==> config.mk <==
export PLATFORM = sky130hd
export DESIGN_NAME = instr_mem_loadable
export DESIGN_NICKNAME = d
export VERILOG_FILES = /design/src/rtl/instr_mem_loadable.sv
export SDC_FILE = /design/constraint.sdc
export NUM_CORES = 2
export LEC_CHECK = 0
export CORE_MARGIN = 2
export CORE_UTILIZATION = 35
export DETAILED_ROUTE_END_ITERATION = 16
export PLACE_DENSITY_LB_ADDON = 0.1
export SYNTH_ARGS = -nofsm -noshare
export SYNTH_HDL_FRONTEND = slang
export SYNTH_SLANG_ARGS = --single-unit
==> constraint.sdc <==
create_clock -name clk -period 12 [get_ports clk]
set_clock_uncertainty 0.1 [all_clocks]
set_input_delay 2.4 -clock clk [delete_from_list [all_inputs] [get_ports clk]]
set_output_delay 2.4 -clock clk [all_outputs]
set_load 0.02 [all_outputs]
==> src/rtl/instr_mem_loadable.sv <==
// instr_mem_loadable: loadable instruction memory for the ARM-subset core.
// A loader streams a program image in over a valid/ready port. The core then
// fetches words through a fully pipelined port with one cycle of latency.
// Fetches of words that were never loaded return NOP_WORD. Misaligned or
// out-of-range fetches raise fetch_fault.
// Optional feature: define IMEM_PARITY_EN to store an even-parity bit with
// each word. A parity mismatch on fetch is then reported on the extra
// fetch_perr port.
module instr_mem_loadable #(
  parameter int          WIDTH    = 32,
  parameter int          DEPTH    = 128,
  parameter logic [31:0] NOP_WORD = 32'hE1A00000
) (
  input  logic                   clk,
  input  logic                   reset,
  input  logic                   load_start,
  input  logic                   load_valid,
  input  logic [WIDTH-1:0]       load_data,
  input  logic                   load_last,
  output logic                   load_ready,
  output logic                   load_done,
  output logic                   busy,
  input  logic                   fetch_req,
  input  logic [31:0]            fetch_addr,
  output logic                   fetch_valid,
  output logic [WIDTH-1:0]       fetch_data,
  output logic                   fetch_fault,
`ifdef IMEM_PARITY_EN
  output logic                   fetch_perr,
`endif
  output logic [$clog2(DEPTH):0] word_count
);

  localparam int OFS = $clog2(WIDTH / 8);
  localparam int AW  = $clog2(DEPTH);
  localparam logic [WIDTH-1:0] NOP     = WIDTH'(NOP_WORD);
  localparam logic [AW:0]      LAST_WP = (AW + 1)'(DEPTH - 1);
  localparam logic [AW:0]      ONE     = (AW + 1)'(1);

  typedef enum logic [1:0] {EMPTY, LOAD, RUN} state_t;

  state_t           state;
  logic [AW:0]      wr_ptr;
  logic [WIDTH-1:0] mem [DEPTH];

  logic             accept;
  logic             complete;
  logic             addr_fault;
  logic             unloaded;
  logic             fetch_go;
  logic [AW-1:0]    index;
  logic             par_bad;

  // A restart in the same cycle as an offered word drops that word.
  assign accept     = load_valid && load_ready && !load_start;
  assign complete   = accept && (load_last || (wr_ptr == LAST_WP));
  assign addr_fault = (fetch_addr[OFS-1:0] != '0) || (fetch_addr[31:OFS+AW] != '0);
  assign index      = fetch_addr[OFS+AW-1:OFS];
  assign unloaded   = {1'b0, index} >= word_count;
  // A load request takes priority over a fetch issued in the same cycle.
  assign fetch_go   = fetch_req && (state == RUN) && !load_start;
  assign busy       = (state != RUN);

`ifdef IMEM_PARITY_EN
  logic [DEPTH-1:0] mem_par;

  // Store even parity beside each accepted word; contents survive reset.
  always_ff @(posedge clk) begin
    if (accept && !reset) mem_par[wr_ptr[AW-1:0]] <= ^load_data;
  end

  assign par_bad = (^mem[index]) != mem_par[index];
`else
  assign par_bad = 1'b0;
`endif

  // Write accepted image words; the array is deliberately not cleared by reset.
  always_ff @(posedge clk) begin
    if (accept && !reset) mem[wr_ptr[AW-1:0]] <= load_data;
  end

  // Load sequencing, registered handshake outputs and the fetch pipeline stage.
  always_ff @(posedge clk) begin
    if (reset) begin
      state       <= EMPTY;
      wr_ptr      <= '0;
      word_count  <= '0;
      load_ready  <= 1'b0;
      load_done   <= 1'b0;
      fetch_valid <= 1'b0;
      fetch_data  <= NOP;
      fetch_fault <= 1'b0;
`ifdef IMEM_PARITY_EN
      fetch_perr  <= 1'b0;
`endif
    end else begin
      load_done <= 1'b0;
      if (load_start) begin
        state      <= LOAD;
        wr_ptr     <= '0;
        word_count <= '0;
        load_ready <= 1'b1;
      end else if (complete) begin
        state      <= RUN;
        wr_ptr     <= wr_ptr + ONE;
        word_count <= wr_ptr + ONE;
        load_ready <= 1'b0;
        load_done  <= 1'b1;
      end else if (accept) begin
        wr_ptr     <= wr_ptr + ONE;
        word_count <= wr_ptr + ONE;
      end

      fetch_valid <= fetch_go;
`ifdef IMEM_PARITY_EN
      fetch_perr  <= fetch_go && !addr_fault && !unloaded && par_bad;
`endif
      if (fetch_go) begin
        if (addr_fault) begin
          fetch_fault <= 1'b1;
          fetch_data  <= NOP;
        end else if (unloaded) begin
          fetch_fault <= 1'b0;
          fetch_data  <= NOP;
        end else if (par_bad) begin
          fetch_fault <= 1'b1;
          fetch_data  <= NOP;
        end else begin
          fetch_fault <= 1'b0;
          fetch_data  <= mem[index];
        end
      end
    end
  end

endmodule

# Yosys cells after proc, flatten, opt, wreduce, memory -nomap -nowiden
# Memory sizes are Yosys's and may differ from the RTL's.
# Cells that the tools add are included.
[totals]
register_bits = 46
mem_count = 1
elab_cells = 41
ram_bits = 4096
out_inout_bits = 45
[memory_table]
columns = ["memory", "words", "word_bits", "rd", "rd_clocked_by_memory_dff", "wr", "line", "rtl"]
rows = [
  ["mem", 128, 32, 1, 0, 1, "44", "logic [WIDTH-1:0] mem [DEPTH];"],
]
[classes]
muxes = 12
eq_ne = 3
add_sub_neg = 1
n_reduce_logical = 15
order_cmp = 1
[op_table]
columns = ["operator", "count"]
rows = [
  ["$mux 32", 2],
  ["$reduce_bool 23->1", 1],
  ["$mux 8", 2],
  ["$add 8x1->8 const B", 1],
  ["$eq 8x7->1 const B", 1],
  ["$ge 7x8->1", 1],
  ["$mux 1", 8],
  ["$logic_and 1x1->1", 6],
  ["$reduce_bool 2->1", 3],
  ["$eq 2x2->1 const B", 1],
  ["$logic_not 1->1", 2],
  ["$logic_or 1x1->1", 2],
  ["$ne 2x2->1 const B", 1],
  ["$reduce_or 2->1", 1],
]

# Depth between registers and ports, before layout
[depth]
depth_word = 5
ltp_mapped = 13

# Worst setup path after synthesis
# Ideal clock, no wire load.
[synth_path]
path_kind = "in2reg"
start = "in load_valid"
end = "mem mem[127][0] (enable)"
arrival_ps = 5225
setup_slack_ps = 6213
path_stages = 4
t_required_ps = 11439
setup_time_ps = 461
cell_sequence = "nand2_1 nor2_1 nand4_1 nor3_1"
[synth_between]
elab_chain_len = 5
[synth_lines]
columns = ["element", "line", "rtl"]
rows = [
  ["from (decl)", "17", "input logic load_valid,"],
  ["$logic_and 1x1->1 (2 in a row)", "55", "assign accept = load_valid && load_ready && !load_start;"],
  ["$logic_and 1x1->1", "79", "if (accept && !reset) mem[wr_ptr[AW-1:0]] <= load_data;"],
  ["$mux 1", "79", ""],
  ["$mux 1 (not written as such)", "79", ""],
  ["to (decl)", "44", ""],
]
# Every way passes these cells.

# Final worst setup path
[layout_path]
start = "in fetch_addr[2]"
end = "reg fetch_data[16]"
[layout_between]
elab_chain_len = 3
word_cells_on_any_way = 4
[layout_lines]
columns = ["element", "line", "rtl"]
rows = [
  ["from (decl)", "24", "input logic [31:0] fetch_addr,"],
  ["$mem_v2 128x32 or $ge 7x8->1 (tied branches)", "-", ""],
  ["$mux 32 *", "122", "end else if (unloaded) begin"],
  ["$mux 32 *", "119", "if (addr_fault) begin"],
  ["to (signal assigned)", "130", "fetch_data <= mem[index];"],
  ["to (decl)", "26", "output logic [WIDTH-1:0] fetch_data,"],
]
# Mark *: on every way between the ends. The rest lies on a longest branch, timed or not.
# A chain may end at the register's enable or synchronous reset.

==> reports/summary.txt <==
Status = completed
Die W = 679 um
Post-synth ARST share = 0%
Via/cell ratio = 5.64
Die height = 679 um
Cell variety after synth = 71
Post-CTS resize count = 0
First-pass GRT wire length = 723 mm
FF+latch count, synth = 4141
Setup violators final = 0
Clock sinks = 4141
Final non-filler cell total = 14400
CTS H-Tree Depth = 5
Row Count = 247
P per Cell Area = 168 nW/um2
Crit path from = fetch_addr[2]
Root buffer cell = clkbuf_16
Wire per inst = 37.3 um
Vias = 80900
Startpoint types = input pin
Sequential fraction of the synthesis area = 77.6%
Reg2Reg Depth = 10
Ranking of synthesized cells by area = edfxtp_1 (77%), mux4_2 (10%), mux2i_1 (4.5%), a221oi_1 (1.6%), a22oi_1 (0.64%)
Syn Nets = 7617
Drt first pass iters = 6
Total CTS buffers = 457
Crit path max fanout = 64
Final wirelength = 535 mm
DR iter-0 viols = 9099
# hold bufs at CTS = 0
FF-to-FF End = fetch_data[16]
Fin crit share = 51.6%
Dpl cells = 13500
Clk Latency, worst-skew pair = 1.01 ns
Post-synth EDFFs = 4096
Tot GR Track Use = 22.8%
CTS tree = done
Antenna violations before repair = 40
Critical path arrival = 6.91 ns
Yosys top cell area share = 77.1%
Share of layout cells above drive strength 1 = 22.2%
Initial core utilization = 35.2%
Max-cap violations = 0
Number of global-route vias before repair = 82800
Setup ws final = 5.81 ns
Critical R2R Launch = wr_ptr[4]
Synth Instances = 7539
Area of the core = 453000 um2
Hold Startpoint = state[1]
Crit Path Class = in -> reg
Final setup TNS = 0 ns
RSZ-0062 raised after global routing = false
Fin crit period = 6.19 ns
P&R area growth vs syn = 14.9%
CTS clk-pin slew, worst paths = 0.06 ns
Worst reg-to-reg setup slack = 7.51 ns
NumNets Final = 8045
Req. time, crit path = 12.72 ns
Clock Path Buffers = 4
Total power = 0.0309 W
Most used cells in the layout excluding fill and tap cells = edfxtp_1 (4096), mux4_2 (728), mux2i_1 (711), clkbuf_16 (459), buf_4 (295)
Cell taking the most area after synthesis = edfxtp_1
DRC errors left = 0
Hold/Removal Path Class = reg -> reg
Fill count = 39900
Fmax = 162 MHz
Final ANT Viol Nets = 0
Max VDD drop = 0.000131 V
Routability-driven placement congestion ratio = 0.798
Final max-slew violation count = 0
Detail Placement HPWL = 297 mm
Hold Path End = state[1]
Cell area after synthesis = 160000 um2
Hold depth = 2
Crit path capture type = flop
Total grt overflow = 0
Lkg Pwr = 57.6 nW
Setup WS pre-CTS = 4.75 ns
Largest net degree at the start of global routing = 122
Yosys warns = 0
# Post-CTS Setup Buffers = 0
Avg Cell Area, Syn = 21.2 um2
Leading cell type in the layout, fill and taps excluded = edfxtp_1
Slew headroom = 6.56%
# IOs = 115
Port bufs = 114
Worst-Margin Slew = 1.40 ns
Die area = 461000 um2
Final hold slack = 0.422 ns
Hold Vio Cnt, Final = 0
Synth Flop Type = edfxtp_1
kinds of logic after synthesis:
group,after synthesis,share of synthesized area (%)
flip-flops,4141,77.6
adder cells (fa/ha/maj),8,0.0627
XOR/XNOR,6,0.0329
multiplexers,1461,14.9
AND/OR/NAND/NOR,579,1.54
buffers and inverters,443,1.70
AO/OA/AOI/OAI,901,4.14
layer usage:
| metal | vias to the layer above | wire length (um) | global-route usage [%] |
|---|---|---|---|
| met3 | 597 | 26000 | 2.64 |
| met2 | 2411 | 270000 | 39.6 |
| met4 | 0 | 14800 | 5.93 |
| met5 | - | 0 | 0 |
| li1 | 32800 | - | - |
| met1 | 45100 | 224000 | 30.6 |
worst max-delay path by stage:
stage | to | slack, ns | cells after the start
floorplan | mem[127][0] | 6.21 | 4
global placement | fetch_data[19] | 4.21 | 9
detailed placement | fetch_data[0] | 4.75 | 8
CTS | fetch_data[0] | 5.82 | 8
global route | fetch_data[16] | 5.69 | 8
finish | fetch_data[16] | 5.81 | 8
power by group:
group | total [W] | leakage [nW] | switching (W) | internal (W)
sequential | 0.0159 | 37.2 | 0.00000108 | 0.0159
clock | 0.0135 | 6.99 | 0.00582 | 0.00771
combinational | 0.00147 | 13.5 | 0.00103 | 0.000440
Yosys cell counts, drive strengths merged (14+ instances only):
cell type and instances:
a21oi 71, a221o 15, a221oi 289, a22oi 137, a31oi 14, buf 256, clkbuf 174, dfxtp 45
edfxtp 4096, mux2 22, mux2i 711, mux4 728, nand2 215, nand3 43, nor2 215, nor3 39
o211ai 51, o21ai 204, o22ai 28
critical path, stage by stage:
cell and delay [ns]:
buf_16 0.33, buf_4 0.85, buf_4 0.92, mux4_2 0.62
nor3_1 0.20, a21oi_1 0.11, o211ai_1 0.95, o211ai_1 0.19
per-stage QoR:
| step | instance area, um2 | util (%) |
|---|---|---|
| after floorplan | 160000 | - |
| after global placement | 169000 | 37.3 |
| after detailed placement | 169000 | 37.3 |
| after CTS | 183000 | 40.4 |
| after global routing | 183000 | 40.4 |
| final | 183000 | 40.4 |
state kept, by name (all words and copies together) (netlist names):
name	count
mem	4096
fetch_data	32
state	2
wr_ptr	8
fetch_fault	1
load_done	1
fetch_valid	1
layout make-up:
class / instances / area, um2 / area share [%]
inverter: 13 / 65.1 / 0.0355
clock inverter: 259 / 2230 / 1.22
sequential: 4141 / 124000 / 67.6
timing repair buffer: 399 / 3500 / 1.91
clock buffer: 589 / 12100 / 6.59
tap: 5976 / 7480 / 4.08
multi-input combinational: 2955 / 34100 / 18.6
antenna: 20 / 50.0 / 0.0273
(Power assumes the default switching activity.)
